[src/rtl/join_pkg.sv]
// Shared types and helpers for the fork/join collector.
// Mode/state encodings plus the completion test used by the FSM.
package join_pkg;

  localparam int MAX_TASKS = 32;

  typedef enum logic [1:0] {
    JOIN_ALL  = 2'd0,
    JOIN_ANY  = 2'd1,
    JOIN_NONE = 2'd2
  } join_mode_e;

  typedef enum logic [1:0] {
    IDLE   = 2'd0,
    LAUNCH = 2'd1,
    WAIT   = 2'd2,
    DRAIN  = 2'd3
  } join_state_e;

  // True when the low n bits of mask are all set.
  function automatic logic all_done(
    input logic [MAX_TASKS-1:0] mask,
    input int                   n
  );
    logic ok;
    ok = 1'b1;
    for (int i = 0; i < MAX_TASKS; i++) begin
      if (i < n && !mask[i]) ok = 1'b0;
    end
    return ok;
  endfunction

endpackage

[src/rtl/join_prio_enc.sv]
// Lowest-set-bit encoder: index of the lowest asserted request.
// Returns 0 when no request is set.
module join_prio_enc #(
  parameter int N = 2,
  parameter int W = 1
) (
  input  logic [N-1:0] req_i,
  output logic [W-1:0] id_o
);

  always_comb begin
    id_o = '0;
    for (int i = N - 1; i >= 0; i--) begin
      if (req_i[i]) id_o = W'(i);
    end
  end

endmodule

[src/rtl/join_barrier.sv]
// Join end of a task-dispatch protocol: launches N workers and
// releases the parent per the latched JOIN_ALL/ANY/NONE mode.
module join_barrier
  import join_pkg::*;
#(
  parameter  int N_TASKS = 2,
  parameter  int CNT_W   = 16,
  localparam int FW      = (N_TASKS > 1) ? $clog2(N_TASKS) : 1
) (
  input  logic               clk,
  input  logic               rst_n,
  input  logic               start_i,
  input  logic [1:0]         mode_i,
  input  logic [N_TASKS-1:0] task_done_i,
  output logic [N_TASKS-1:0] task_start_o,
  output logic               busy_o,
  output logic               release_o,
  output logic               all_retired_o,
  output logic [N_TASKS-1:0] done_mask_o,
  output logic [FW-1:0]      first_id_o,
  output logic [CNT_W-1:0]   release_cycles_o
);

  join_state_e        state_q;
  join_mode_e         mode_q;
  join_mode_e         mode_d;
  logic [N_TASKS-1:0] ts_q;
  logic               busy_q;
  logic               rel_q;
  logic               ar_q;
  logic [N_TASKS-1:0] mask_q;
  logic [N_TASKS-1:0] mask_d;
  logic [FW-1:0]      fid_q;
  logic [FW-1:0]      enc_id;
  logic [CNT_W-1:0]   rc_q;
  logic [CNT_W-1:0]   cnt_q;
  logic               first_hit;
  logic               full;

  join_prio_enc #(
    .N (N_TASKS),
    .W (FW)
  ) u_enc (
    .req_i (task_done_i),
    .id_o  (enc_id)
  );

  // Mode 3 is an unused encoding and falls back to JOIN_ALL.
  assign mode_d    = (mode_i == 2'd3) ? JOIN_ALL
                                      : join_mode_e'(mode_i);
  assign mask_d    = mask_q | task_done_i;
  assign first_hit = (mask_q == '0) && (task_done_i != '0);
  assign full      = all_done(MAX_TASKS'(mask_d), N_TASKS);

  always_ff @(posedge clk or negedge rst_n) begin
    if (!rst_n) begin
      state_q <= IDLE;
      mode_q  <= JOIN_ALL;
      ts_q    <= '0;
      busy_q  <= 1'b0;
      rel_q   <= 1'b0;
      ar_q    <= 1'b0;
      mask_q  <= '0;
      fid_q   <= '0;
      rc_q    <= '0;
      cnt_q   <= '0;
    end else begin
      ts_q  <= '0;
      rel_q <= 1'b0;
      ar_q  <= 1'b0;
      if (state_q != IDLE && cnt_q != '1) begin
        cnt_q <= cnt_q + CNT_W'(1);
      end
      unique case (state_q)
        IDLE: begin
          if (start_i) begin
            mode_q  <= mode_d;
            mask_q  <= '0;
            fid_q   <= '0;
            rc_q    <= '0;
            cnt_q   <= '0;
            ts_q    <= '1;
            busy_q  <= 1'b1;
            rel_q   <= (mode_d == JOIN_NONE);
            state_q <= LAUNCH;
          end
        end
        LAUNCH: begin
          state_q <= (mode_q == JOIN_NONE) ? DRAIN : WAIT;
        end
        WAIT: begin
          mask_q <= mask_d;
          if (first_hit) fid_q <= enc_id;
          if (mode_q == JOIN_ANY && first_hit) begin
            rel_q <= 1'b1;
            rc_q  <= cnt_q;
            if (full) begin
              ar_q    <= 1'b1;
              busy_q  <= 1'b0;
              state_q <= IDLE;
            end else begin
              state_q <= DRAIN;
            end
          end else if (mode_q != JOIN_ANY && full) begin
            rel_q   <= 1'b1;
            ar_q    <= 1'b1;
            rc_q    <= cnt_q;
            busy_q  <= 1'b0;
            state_q <= IDLE;
          end
        end
        DRAIN: begin
          mask_q <= mask_d;
          if (first_hit) fid_q <= enc_id;
          if (full) begin
            ar_q    <= 1'b1;
            busy_q  <= 1'b0;
            state_q <= IDLE;
          end
        end
        default: state_q <= IDLE;
      endcase
    end
  end

  assign task_start_o     = ts_q;
  assign busy_o           = busy_q;
  assign release_o        = rel_q;
  assign all_retired_o    = ar_q;
  assign done_mask_o      = mask_q;
  assign first_id_o       = fid_q;
  assign release_cycles_o = rc_q;

endmodule

[config.mk]
export PLATFORM = sky130hd
export DESIGN_NAME = join_barrier
export DESIGN_NICKNAME = d
export VERILOG_FILES = /design/src/rtl/join_pkg.sv /design/src/rtl/join_prio_enc.sv /design/src/rtl/join_barrier.sv
export SDC_FILE = /design/constraint.sdc
export NUM_CORES = 1
export LEC_CHECK = 0
export BUFFER_PORTS_ARGS = -buffer_cell sky130_fd_sc_hd__buf_2
export CAP_MARGIN = 20
export CORE_UTILIZATION = 23
export CTS_BUF_LIST = sky130_fd_sc_hd__clkbuf_8
export CTS_CLUSTER_SIZE = 10
export DETAILED_ROUTE_END_ITERATION = 10
export SLEW_MARGIN = 20
export SYNTH_ARGS = -nofsm -noshare
export SYNTH_HDL_FRONTEND = slang
export SYNTH_HIERARCHICAL = 1
export SYNTH_SLANG_ARGS = --single-unit
[constraint.sdc]
create_clock -name clk -period 1.8 [get_ports clk]
set_input_delay 0.27 -clock clk [delete_from_list [all_inputs] [get_ports clk]]
set_output_delay 0.27 -clock clk [all_outputs]
set_load 0.1 [all_outputs]
==> impl.org <==
** Logic synthesis
- Net count after synthesis :: 217
- Cell count after synthesis :: 209
- Among all flip-flop cells after synthesis, the most frequent one is sky130_fd_sc_hd__dfrtp_1.
- The cell area that synthesis handed to floorplanning was 2120 um2.
- During synthesis, Yosys emitted a total of 6 warnings.
- Number of distinct library cell variants in the gate-level netlist after synthesis :: 46
- Dividing the synthesized area by the synthesized cell count gives 10.2 um2.
- The synthesized design contains 43 register bits.
- Number of enable flip-flop cells after synthesis :: 0
- The share of the Yosys chip area taken by registers is 0.507.
- After synthesis, the share of flip-flops with an asynchronous set or reset is 1.00.

** Run status
- The flow ran to the end, but the final reports show violations.
- Violations in the final reports :: design-rule violations

** Setup path
- Req. time, crit path :: 1970 ps
- At the worst endpoint, the arrival time is 1890 ps.
- Worst Setup End Kind :: flop
- Critical path startpoint category :: flop
- The worst setup path is of the reg2reg kind.
- Largest driver fanout on the critical path :: 6

** Placement
- Input/output buffers :: 30
- Worst slack, placed :: 35.2 ps
- The HPWL after detailed placement is 3380 um.
- Routability-driven placement finished with a final weighted congestion of 0.880.

** Route
- Via count :: 1699
- Routed Wire Length :: 4800 um
- The first detailed-routing pass ran for 7 iterations.
- In this run the remaining antenna-violating nets after routing total 0.
- After detailed routing, the average wire length per cell comes to 13.4 um.
- For this block, the initial DRC count from the detailed router was 112.
- In the routed design, unresolved DRC markers number 3.
- After detailed routing, the number of vias per cell comes to 4.75.

** Floorplanning
- IO Count :: 31
- The die covers 9610 um2.
- The total area inside the core boundary comes to 8810 um2.
- Die outline width :: 98.1 um
- Vertical extent of the die :: 98.1 um
- Std cell rows :: 34
- Initial core utilization :: 0.241

** Clock tree
- CTS tree :: built
- The clock passes through at most 2 buffers.
- Clock root buffer :: sky130_fd_sc_hd__clkbuf_8
- Worst-Skew Late Latency :: 290 ps
- Number of sinks on the clock net :: 43
- CTS built an H-tree with a depth of 2.
- Worst-path clk slew :: 80 ps
- CTS buffer count :: 5

** GRT
- Across every metal layer, demand over resource in global routing totals 0.106.
- The via count of the first global-routing pass was 1691.
- Wire length of the first global-routing pass :: 8150 um
- For this run the aggregate overflow at the end of global routing stands at 0.
- Antenna violations before repair :: 0
- Largest net degree at the start of global routing :: 44

** Cells and area
- Nets :: 258
- Compared with the post-synthesis result, the final layout area differs by 22.3%.
- 0 antenna diodes ended up in the layout.
- Once layout is complete, the utilization of the core stands at 0.295.
- In the layout the commonest cells are sky130_fd_sc_hd__dfrtp_1 (41), sky130_fd_sc_hd__buf_2 (30), sky130_fd_sc_hd__nand2_1 (29).
- Area taken by multi-input logic gates :: 938 um2
- After filler insertion, the fill cell instance count of the layout stands at 924.
- Leaving out fill and tap cells, the most frequent cell in the layout is sky130_fd_sc_hd__dfrtp_1.
- Of the cells placed in the final design, the portion with a size suffix greater than 1 is 0.252.
- Storage cell area :: 1080 um2

** Flow run
- Max-cap violations in this run came to 0.

** STA
- Dividing the final minimum period by the clock period gives 0.955.
- Slew headroom :: 0.673
- Number of pins with negative max-slew slack in the final report :: 0
- Summed negative setup slack over all endpoints :: 0 ps
- The final-report hold violation count came to 0.
- Highest attainable clock frequency :: 582 MHz
- Setup violations remaining at the end of the flow were counted as 0.
- The smallest clock period supported by the final layout is computed as 1720 ps.
- Final setup skew :: 9.08 ps
- At the pin with the least slew margin, the transition time is 494 ps.
- Setup slack after layout :: 80.9 ps

** Power
- Worst vdd rail ir drop :: 0.000473 V
- Summed over all cells, the static leakage comes to 1.29 nW.
- In this run the power density over the cells is 1580 nW/um2.

** Hold path
- Worst min-delay path class :: in2reg
[synthesized netlist by cell type (2+ instances only)]
| library cell | count | area share |
|---|---|---|
| sky130_fd_sc_hd__nand4_1 | 2 | 0.0059 |
| sky130_fd_sc_hd__clkbuf_1 | 2 | 0.0035 |
| sky130_fd_sc_hd__o21ai_0 | 7 | 0.017 |
| sky130_fd_sc_hd__nor3_1 | 2 | 0.0047 |
| sky130_fd_sc_hd__buf_4 | 2 | 0.0071 |
| sky130_fd_sc_hd__nand3_1 | 4 | 0.0094 |
| sky130_fd_sc_hd__nor4_1 | 2 | 0.0059 |
| sky130_fd_sc_hd__nand2b_1 | 3 | 0.0088 |
| sky130_fd_sc_hd__nor2_1 | 14 | 0.025 |
| sky130_fd_sc_hd__nand4_2 | 2 | 0.012 |
| sky130_fd_sc_hd__buf_2 | 4 | 0.0094 |
| sky130_fd_sc_hd__a311oi_1 | 5 | 0.021 |
| sky130_fd_sc_hd__mux2i_1 | 17 | 0.080 |
| sky130_fd_sc_hd__a41o_1 | 3 | 0.014 |
| sky130_fd_sc_hd__o211a_1 | 2 | 0.0094 |
| sky130_fd_sc_hd__xnor2_1 | 2 | 0.0083 |
| sky130_fd_sc_hd__dfrtp_1 | 43 | 0.51 |
| sky130_fd_sc_hd__and3_1 | 3 | 0.0088 |
| sky130_fd_sc_hd__nand3b_1 | 3 | 0.011 |
| sky130_fd_sc_hd__o41ai_1 | 2 | 0.0083 |
| sky130_fd_sc_hd__nand2_1 | 29 | 0.051 |
| sky130_fd_sc_hd__inv_1 | 21 | 0.037 |
| sky130_fd_sc_hd__a31oi_1 | 5 | 0.015 |
| sky130_fd_sc_hd__a21oi_1 | 7 | 0.017 |
| sky130_fd_sc_hd__o311ai_0 | 2 | 0.0083 |
[cell type report]
| cell class | instances | share of cell area |
|---|---|---|
| timing repair buffer | 43 | 0.101 |
| clock buffer | 5 | 0.0265 |
| tap | 108 | 0.0520 |
| sequential | 43 | 0.415 |
| multi-input combinational | 136 | 0.361 |
| inverter | 21 | 0.0304 |
| clock inverter | 2 | 0.0130 |
[registers in the layout (all words and copies together) (netlist names)]
signal / cells
cnt_q: 16
state_q: 2
release_o: 1
task_start_o: 1
busy_o: 1
all_retired_o: 1
mode_q: 2
done_mask_o: 2
first_id_o: 1
release_cycles_o: 16
[metal layers]
layer / part of all wire / track usage
met3: 0.062 / 0.0336
met5: 0 / 0
met2: 0.46 / 0.165
met4: 0.0090 / 0.0280
met1: 0.47 / 0.141
[report_power, final]
part / total [mW] / internal [mW] / leakage (nW) / switching (mW)
registers: 1.38 / 1.17 / 0.574 / 0.211
clock network: 0.733 / 0.401 / 0.0554 / 0.332
logic: 1.98 / 0.519 / 0.665 / 1.46
total: 4.09 / 2.09 / 1.29 / 2.00
[stage by stage]
step / hold WS (ps) / area [um2] / power [mW] / instances
2_1_floorplan: -25.6 / 2120 / 2.92 / 209
4_1_cts: 218 / 2560 / 4.08 / 357
3_5_place_dp: 280 / 2450 / 3.33 / 349
5_1_grt: 249 / 2600 / 4.34 / 358
6_report: 221 / 2600 / 4.09 / 358
3_3_place_gp: 263 / 2450 / 3.31 / 349
[worst paths after layout]
path / startpoint / endpoint / slack [ps] / cells after the start
setup reg to reg: cnt_q[1] / cnt_q[1] / 80 / 5
hold / removal: mode_i[0] / mode_q[0] / 220 / 3
max in group asynchronous: rst_n / release_cycles_o[12] / 1100 / 3
min in group asynchronous: rst_n / first_id_o / 460 / 3
hold reg to reg: release_cycles_o[4] / release_cycles_o[4] / 520 / 2
setup / recovery: cnt_q[1] / cnt_q[1] / 80 / 5
[cells by family (layout without fill, tap and decap cells)]
family          Yosys count  count (layout)  share of synthesized area
simple gates             74              74                      0.185
flops                    43              43                      0.507
compound gates           41              41                      0.146
buf+inv                  30              71                     0.0625
mux                      18              18                     0.0855
xor+xnor                  2               2                    0.00826
fa+ha+maj                 1               1                    0.00590
[timing repair]
item / 4_1_cts / 5_1_grt
gates resized for setup: 0 / 4
hold endpoints to repair: 43 / 0
endpoints found under the setup margin: 0 / 10
hold buffers: 1 / 0
setup buffers: 0 / 1
[critical path: stages, from the launching register on]
cell                       delay [ps]
sky130_fd_sc_hd__dfrtp_1          420
sky130_fd_sc_hd__ha_4             180
sky130_fd_sc_hd__nand4_2          160
sky130_fd_sc_hd__or4_4            610
sky130_fd_sc_hd__nand3_1          130
sky130_fd_sc_hd__o311ai_2         100
Power figures use the tool's default switching activity.
